--- src/rtl/lc3_pkg.sv ---
// Shared LC-3 constants and word/address types used by the register file
// and the other writeback-path blocks.
package lc3_pkg;

    localparam int unsigned LC3_WORD_W   = 16;
    localparam int unsigned LC3_REG_AW   = 3;
    localparam int unsigned LC3_NUM_REGS = 1 << LC3_REG_AW;

    // Bit positions inside the {N,Z,P} condition-code vector
    localparam int unsigned NZP_N = 2;
    localparam int unsigned NZP_Z = 1;
    localparam int unsigned NZP_P = 0;

    localparam logic [2:0] LC3_CC_RESET = 3'b010;

    typedef logic [LC3_WORD_W-1:0] word_t;
    typedef logic [LC3_REG_AW-1:0] reg_addr_t;
    typedef logic [2:0]            nzp_t;

endpackage

--- src/rtl/lc3_regfile_if.sv ---
// Register-file port bundle: read addresses/data, writeback bus and the
// load strobes driven by the control unit.
interface lc3_regfile_if
    import lc3_pkg::*;
();
    reg_addr_t sr1_sel;
    reg_addr_t sr2_sel;
    word_t     sr1_data;
    word_t     sr2_data;
    logic      ld_reg;
    reg_addr_t dr_sel;
    word_t     bus_in;
    logic      ld_cc;
    nzp_t      nzp;
    logic      ld_ben;
    nzp_t      ir_nzp;
    logic      ben;

    // Control-unit / datapath side
    modport master (
        output sr1_sel, sr2_sel, ld_reg, dr_sel, bus_in, ld_cc, ld_ben, ir_nzp,
        input  sr1_data, sr2_data, nzp, ben
    );

    // Register-file side
    modport slave (
        input  sr1_sel, sr2_sel, ld_reg, dr_sel, bus_in, ld_cc, ld_ben, ir_nzp,
        output sr1_data, sr2_data, nzp, ben
    );
endinterface

--- src/rtl/lc3_cc_gen.sv ---
// Combinational N/Z/P generator: maps a 16-bit writeback word to a one-hot
// condition code. Shared by every path that can load the CC register.
module lc3_cc_gen
    import lc3_pkg::*;
(
    input  word_t bus_i,
    output nzp_t  nzp_o
);
    logic neg_w;
    logic zero_w;

    // Sign and zero detect; P is whatever is neither, so exactly one bit is set
    always_comb begin
        neg_w         = bus_i[LC3_WORD_W-1];
        zero_w        = (bus_i == '0);
        nzp_o         = '0;
        nzp_o[NZP_N]  = neg_w;
        nzp_o[NZP_Z]  = zero_w;
        nzp_o[NZP_P]  = ~neg_w & ~zero_w;
    end
endmodule

--- src/rtl/lc3_regfile.sv ---
// LC-3 register file R0-R7 with condition-code and BEN registers.
// Optional feature: define LC3_REGFILE_BYPASS_EN to forward bus_in to a read
// port whose address matches dr_sel while ld_reg is high. Only legal when
// bus_in is not combinationally derived from sr1_data/sr2_data.
module lc3_regfile
    import lc3_pkg::*;
(
    input logic          clk,
    input logic          rst_n,
    lc3_regfile_if.slave rf
);
    word_t regs_q [LC3_NUM_REGS];
    word_t regs_d [LC3_NUM_REGS];
    nzp_t  nzp_q, nzp_d;
    nzp_t  cc_gen_w;
    logic  ben_q, ben_d;
    word_t sr1_w, sr2_w;

    lc3_cc_gen u_cc_gen (
        .bus_i (rf.bus_in),
        .nzp_o (cc_gen_w)
    );

    // Next state: writeback to R[dr_sel], CC load, BEN from the pre-edge CC
    always_comb begin
        regs_d = regs_q;
        nzp_d  = nzp_q;
        ben_d  = ben_q;
        if (rf.ld_reg) begin
            regs_d[rf.dr_sel] = rf.bus_in;
        end
        if (rf.ld_cc) begin
            nzp_d = cc_gen_w;
        end
        if (rf.ld_ben) begin
            ben_d = |(rf.ir_nzp & nzp_q);
        end
    end

    // State registers; asynchronous reset overrides any concurrent load
    always_ff @(posedge clk or negedge rst_n) begin
        if (!rst_n) begin
            for (int unsigned i = 0; i < LC3_NUM_REGS; i++) begin
                regs_q[i] <= '0;
            end
            nzp_q <= LC3_CC_RESET;
            ben_q <= 1'b0;
        end else begin
            regs_q <= regs_d;
            nzp_q  <= nzp_d;
            ben_q  <= ben_d;
        end
    end

    // Combinational read ports, optionally forwarding the in-flight write
    always_comb begin
        sr1_w = regs_q[rf.sr1_sel];
        sr2_w = regs_q[rf.sr2_sel];
`ifdef LC3_REGFILE_BYPASS_EN
        if (rf.ld_reg && (rf.sr1_sel == rf.dr_sel)) begin
            sr1_w = rf.bus_in;
        end
        if (rf.ld_reg && (rf.sr2_sel == rf.dr_sel)) begin
            sr2_w = rf.bus_in;
        end
`else
`endif
    end

    assign rf.sr1_data = sr1_w;
    assign rf.sr2_data = sr2_w;
    assign rf.nzp      = nzp_q;
    assign rf.ben      = ben_q;

endmodule

--- src/flat_wrapper.sv ---
// flat-port wrapper written by rule: the top's interface ports become plain ports
module lc3_regfile_flat import lc3_pkg::*;
  (clk, rst_n, rf_sr1_sel, rf_sr2_sel, rf_ld_reg, rf_dr_sel, rf_bus_in, rf_ld_cc, rf_ld_ben, rf_ir_nzp, rf_sr1_data, rf_sr2_data, rf_nzp, rf_ben);
  lc3_regfile_if rf_i ();
  input logic clk;
  input logic rst_n;
  input wire logic [$bits(rf_i.sr1_sel)-1:0] rf_sr1_sel;
  input wire logic [$bits(rf_i.sr2_sel)-1:0] rf_sr2_sel;
  input wire logic [$bits(rf_i.ld_reg)-1:0] rf_ld_reg;
  input wire logic [$bits(rf_i.dr_sel)-1:0] rf_dr_sel;
  input wire logic [$bits(rf_i.bus_in)-1:0] rf_bus_in;
  input wire logic [$bits(rf_i.ld_cc)-1:0] rf_ld_cc;
  input wire logic [$bits(rf_i.ld_ben)-1:0] rf_ld_ben;
  input wire logic [$bits(rf_i.ir_nzp)-1:0] rf_ir_nzp;
  output wire logic [$bits(rf_i.sr1_data)-1:0] rf_sr1_data;
  output wire logic [$bits(rf_i.sr2_data)-1:0] rf_sr2_data;
  output wire logic [$bits(rf_i.nzp)-1:0] rf_nzp;
  output wire logic [$bits(rf_i.ben)-1:0] rf_ben;
  assign rf_i.sr1_sel = rf_sr1_sel;
  assign rf_i.sr2_sel = rf_sr2_sel;
  assign rf_i.ld_reg = rf_ld_reg;
  assign rf_i.dr_sel = rf_dr_sel;
  assign rf_i.bus_in = rf_bus_in;
  assign rf_i.ld_cc = rf_ld_cc;
  assign rf_i.ld_ben = rf_ld_ben;
  assign rf_i.ir_nzp = rf_ir_nzp;
  assign rf_sr1_data = rf_i.sr1_data;
  assign rf_sr2_data = rf_i.sr2_data;
  assign rf_nzp = rf_i.nzp;
  assign rf_ben = rf_i.ben;
  lc3_regfile u_core (.clk(clk), .rst_n(rst_n), .rf(rf_i));
endmodule
--- config.mk ---
export PLATFORM = sky130hd
export DESIGN_NAME = lc3_regfile_flat
export DESIGN_NICKNAME = d
export VERILOG_FILES = /design/src/rtl/lc3_pkg.sv /design/src/rtl/lc3_regfile_if.sv /design/src/rtl/lc3_cc_gen.sv /design/src/rtl/lc3_regfile.sv /design/src/flat_wrapper.sv
export SDC_FILE = /design/constraint.sdc
export NUM_CORES = 1
export LEC_CHECK = 0
export ABC_AREA = 1
export CORE_MARGIN = 5
export CORE_UTILIZATION = 50
export DETAILED_ROUTE_END_ITERATION = 12
export PLACE_DENSITY = 0.71
export SYNTH_ARGS = -nofsm -noshare
export SYNTH_HDL_FRONTEND = slang
export SYNTH_HIERARCHICAL = 1
export SYNTH_SLANG_ARGS = --single-unit
--- constraint.sdc ---
create_clock -name clk -period 1.1 [get_ports clk]
set_clock_uncertainty 0.05 [all_clocks]
set_input_delay 0.11 -clock clk [delete_from_list [all_inputs] [get_ports clk]]
set_output_delay 0.11 -clock clk [all_outputs]
set_load 0.005 [all_outputs]
==> results.json <==
{
  "outcome": "finished, violations left",
  "violations": "setup timing",
  "antenna_found_initial": 0,
  "p_per_area_mw_per_mm2": 1616,
  "syn_area_per_cell_um2": 6.467,
  "setup_viol": 33,
  "dp_cells": 1458,
  "yosys-top-cells-count": "nand2_1 (558), inv_1 (150), dfrtp_1 (131)",
  "arrival_ps": 1380,
  "rsz0062_at_grt": "true",
  "clock_latency_ps": 430,
  "h-tree-depth": 4,
  "drt-initial-drc-count": 977,
  "num_antenna_cells": 0,
  "grt_max_degree": 46,
  "setup_slack_ps": -437.0,
  "use_met3_pct": 7.052,
  "grt_first_pass_wirelength_um": 39250,
  "clock.fmax_mhz": 650.6,
  "critPathCaptureType": "output pin",
  "yosysTopAreaCell": "dfrtp_1",
  "start_util_pct": 50.84,
  "numCtsBuffers": 17,
  "io_pins": 69,
  "io_buffer_count": 68,
  "synth-edff-count": 0,
  "drive_gt1_share_pct": 29.49,
  "top_usage_layer": "met2",
  "met1_usage_pct": 37.11,
  "gr-total-overflow": 0,
  "final_hold_viol_count": 0,
  "totalWireLength_um": 25110,
  "nets": 1363,
  "yosys-top-cells-area": "dfrtp_1 (42%), nand2_1 (27%), nand3_1 (8.4%)",
  "cts_tree": "yes",
  "timing.slew.headroom_pct": 76.05,
  "synthCells": 1195,
  "fp.coreArea_mm2": 0.01520,
  "ys_ff_latch": 132,
  "cap_violations": 0,
  "r2r_setup_slack_ps": 10,
  "clk_pin_slew_worst_paths_ps": 60,
  "reg2reg_to": "u_core/regs_q[26]",
  "seq_area_frac_synth_pct": 42.76,
  "synth_most_common_cell": "nand2_1",
  "grt_use_met2_pct": 42.96,
  "r2r-start": "u_core/regs_q[26]",
  "fin_crit_sh_pct": 139.7,
  "synth_cell_types": 20,
  "cp-start-kind": "flip-flop",
  "die_w_um": 134.3,
  "tightest_slew_ps": 359.2,
  "cp_max_fo": 2,
  "required_ps": 940,
  "post-place-ws_ps": -806.8,
  "core.rowCount": 45,
  "crit_start": "u_core/regs_q[79]",
  "wl_per_cell_um": 16.40,
  "fin_crit_ps": 1537,
  "min_path_type": "in -> async",
  "viasPerCell": 5.387,
  "gp_congestion": 0.8690,
  "yosysWarnings": 6,
  "dpl.hpwl_um": 15240,
  "drtPass1Iterations": 6,
  "synth_top_area_share_pct": 42.42,
  "grt_pass1_vias": 7702,
  "critical_path_class": "reg -> out",
  "syn_nets": 1228,
  "yosys_most_used_dff": "dfrtp_1",
  "drc_errors": 0,
  "cts-root-buf": "clkbuf_16",
  "async_flop_share_pct": 100.0,
  "vdd_drop_max_uv": 1271,
  "reg2regPathDepth": 5,
  "cp-endpoint": "rf_sr2_data[15]",
  "clk_path_buf_depth": 2,
  "syn-cell-area_mm2": 0.007729,
  "ant_nets": 0,
  "area_growth_pct": 32.99,
  "maxSlewViolCount": 0,
  "stdcell_count": 1531,
  "tns_ps": -12230,
  "grt_usage_pct": 27.69,
  "p_leak_nw": 5.623,
  "cts.sinks": 132,
  "die-area_mm2": 0.01804,
  "vias": 8248,
  "die_h_um": 134.3
}
kinds of logic after synthesis:
| logic type | Yosys count | synth area share, % |
|---|---|---|
| simple gates | 704 | 36.54 |
| buf+inv | 226 | 11.82 |
| flops | 132 | 42.76 |
| compound gates | 130 | 8.451 |
| mux | 3 | 0.4371 |
worst min path at each step:
stage,start,end,slack (ps)
floorplan,rst_n,u_core/regs_q[0],-240
finish,rst_n,u_core/regs_q[53],30
CTS,rst_n,u_core/regs_q[53],30
global route,rst_n,u_core/regs_q[53],40
detailed placement,rst_n,u_core/regs_q[53],-100
global placement,rst_n,u_core/regs_q[53],-100
cell usage in the layout (no fill, tap or decap):
master / netlist / routed
nand2_2: 0 / 59
o21ai_1: 0 / 1
nor2_1: 13 / 13
inv_1: 150 / 44
o21ai_0: 128 / 127
buf_2: 42 / 32
nor2_2: 1 / 1
clkdlybuf4s50_1: 0 / 25
dlymetal6s2s_1: 0 / 2
inv_2: 4 / 110
clkinvlp_4: 0 / 3
buf_4: 2 / 91
clkbuf_8: 0 / 4
nor3_4: 1 / 1
o21a_1: 1 / 1
nand3_1: 129 / 96
and2_1: 1 / 1
bufbuf_16: 0 / 1
dlygate4sd2_1: 0 / 2
buf_6: 0 / 10
nand2_1: 558 / 499
buf_12: 0 / 24
mux2_2: 3 / 3
clkbuf_16: 0 / 17
clkinv_2: 0 / 5
dfstp_2: 1 / 1
dfrtp_1: 131 / 131
nand3_2: 0 / 33
bufinv_16: 0 / 1
nand4_1: 1 / 1
clkbuf_1: 22 / 2
dlygate4sd3_1: 0 / 1
a21oi_1: 1 / 1
registers in the layout, summed over array words and instances (netlist names):
name           flops
u_core/regs_q    128
u_core/rf.ben      1
u_core/rf.nzp      3
through the flow:
stage | util (%) | instance area [um^2] | hold WS, ps | total power (W)
global placement | 60.48 | 9194 | -96.99 | 0.01033
detailed placement | 60.48 | 9194 | -96.35 | 0.01044
finish | 67.61 | 10280 | 25.86 | 0.01661
floorplan | - | 7729 | -235.6 | 0.008624
global route | 67.61 | 10280 | 38.33 | 0.01756
CTS | 64.41 | 9792 | 30.88 | 0.01600
power breakdown:
part           leakage [nW]  switching [W]  internal, W  total [W]
clock network         0.275        0.00212      0.00332    0.00544
registers              1.65       0.000594      0.00577    0.00636
logic                  3.70        0.00267      0.00213    0.00480
total                  5.62        0.00539       0.0112     0.0166
per-layer routing:
metal / vias up / wire length, um
li1: 3924 / -
met1: 3788 / 10360
met2: 444 / 11520
met3: 92 / 2240
met4: 0 / 996
met5: - / 0
repair_timing:
item                                   4_1_cts  5_1_grt
gates cloned                                 2        0
buffers inserted                            15       23
pin swaps                                   40       75
resized for setup                          199      157
setup endpoints to repair                   36       72
hold buffers                                 1        0
endpoints found under the hold margin      132        0
critical path: stages, from the launching register on:
cell     delay (ps)
dfrtp_1         400
inv_2            70
nand2_1          70
nand3_1         100
nand2_2          60
nand2_1          60
nand2_1          60
buf_2           130
layout make-up:
cell class                 count  area (um^2)
fill                        1277         4923
multi-input combinational    837         3824
sequential                   132         3304
timing repair buffer         188         1772
inverter                     154        578.1
clock buffer                  23        488.0
tap                          188        235.2
clock inverter                 9        77.57
Note: power is estimated with default switching activity, not from simulation.
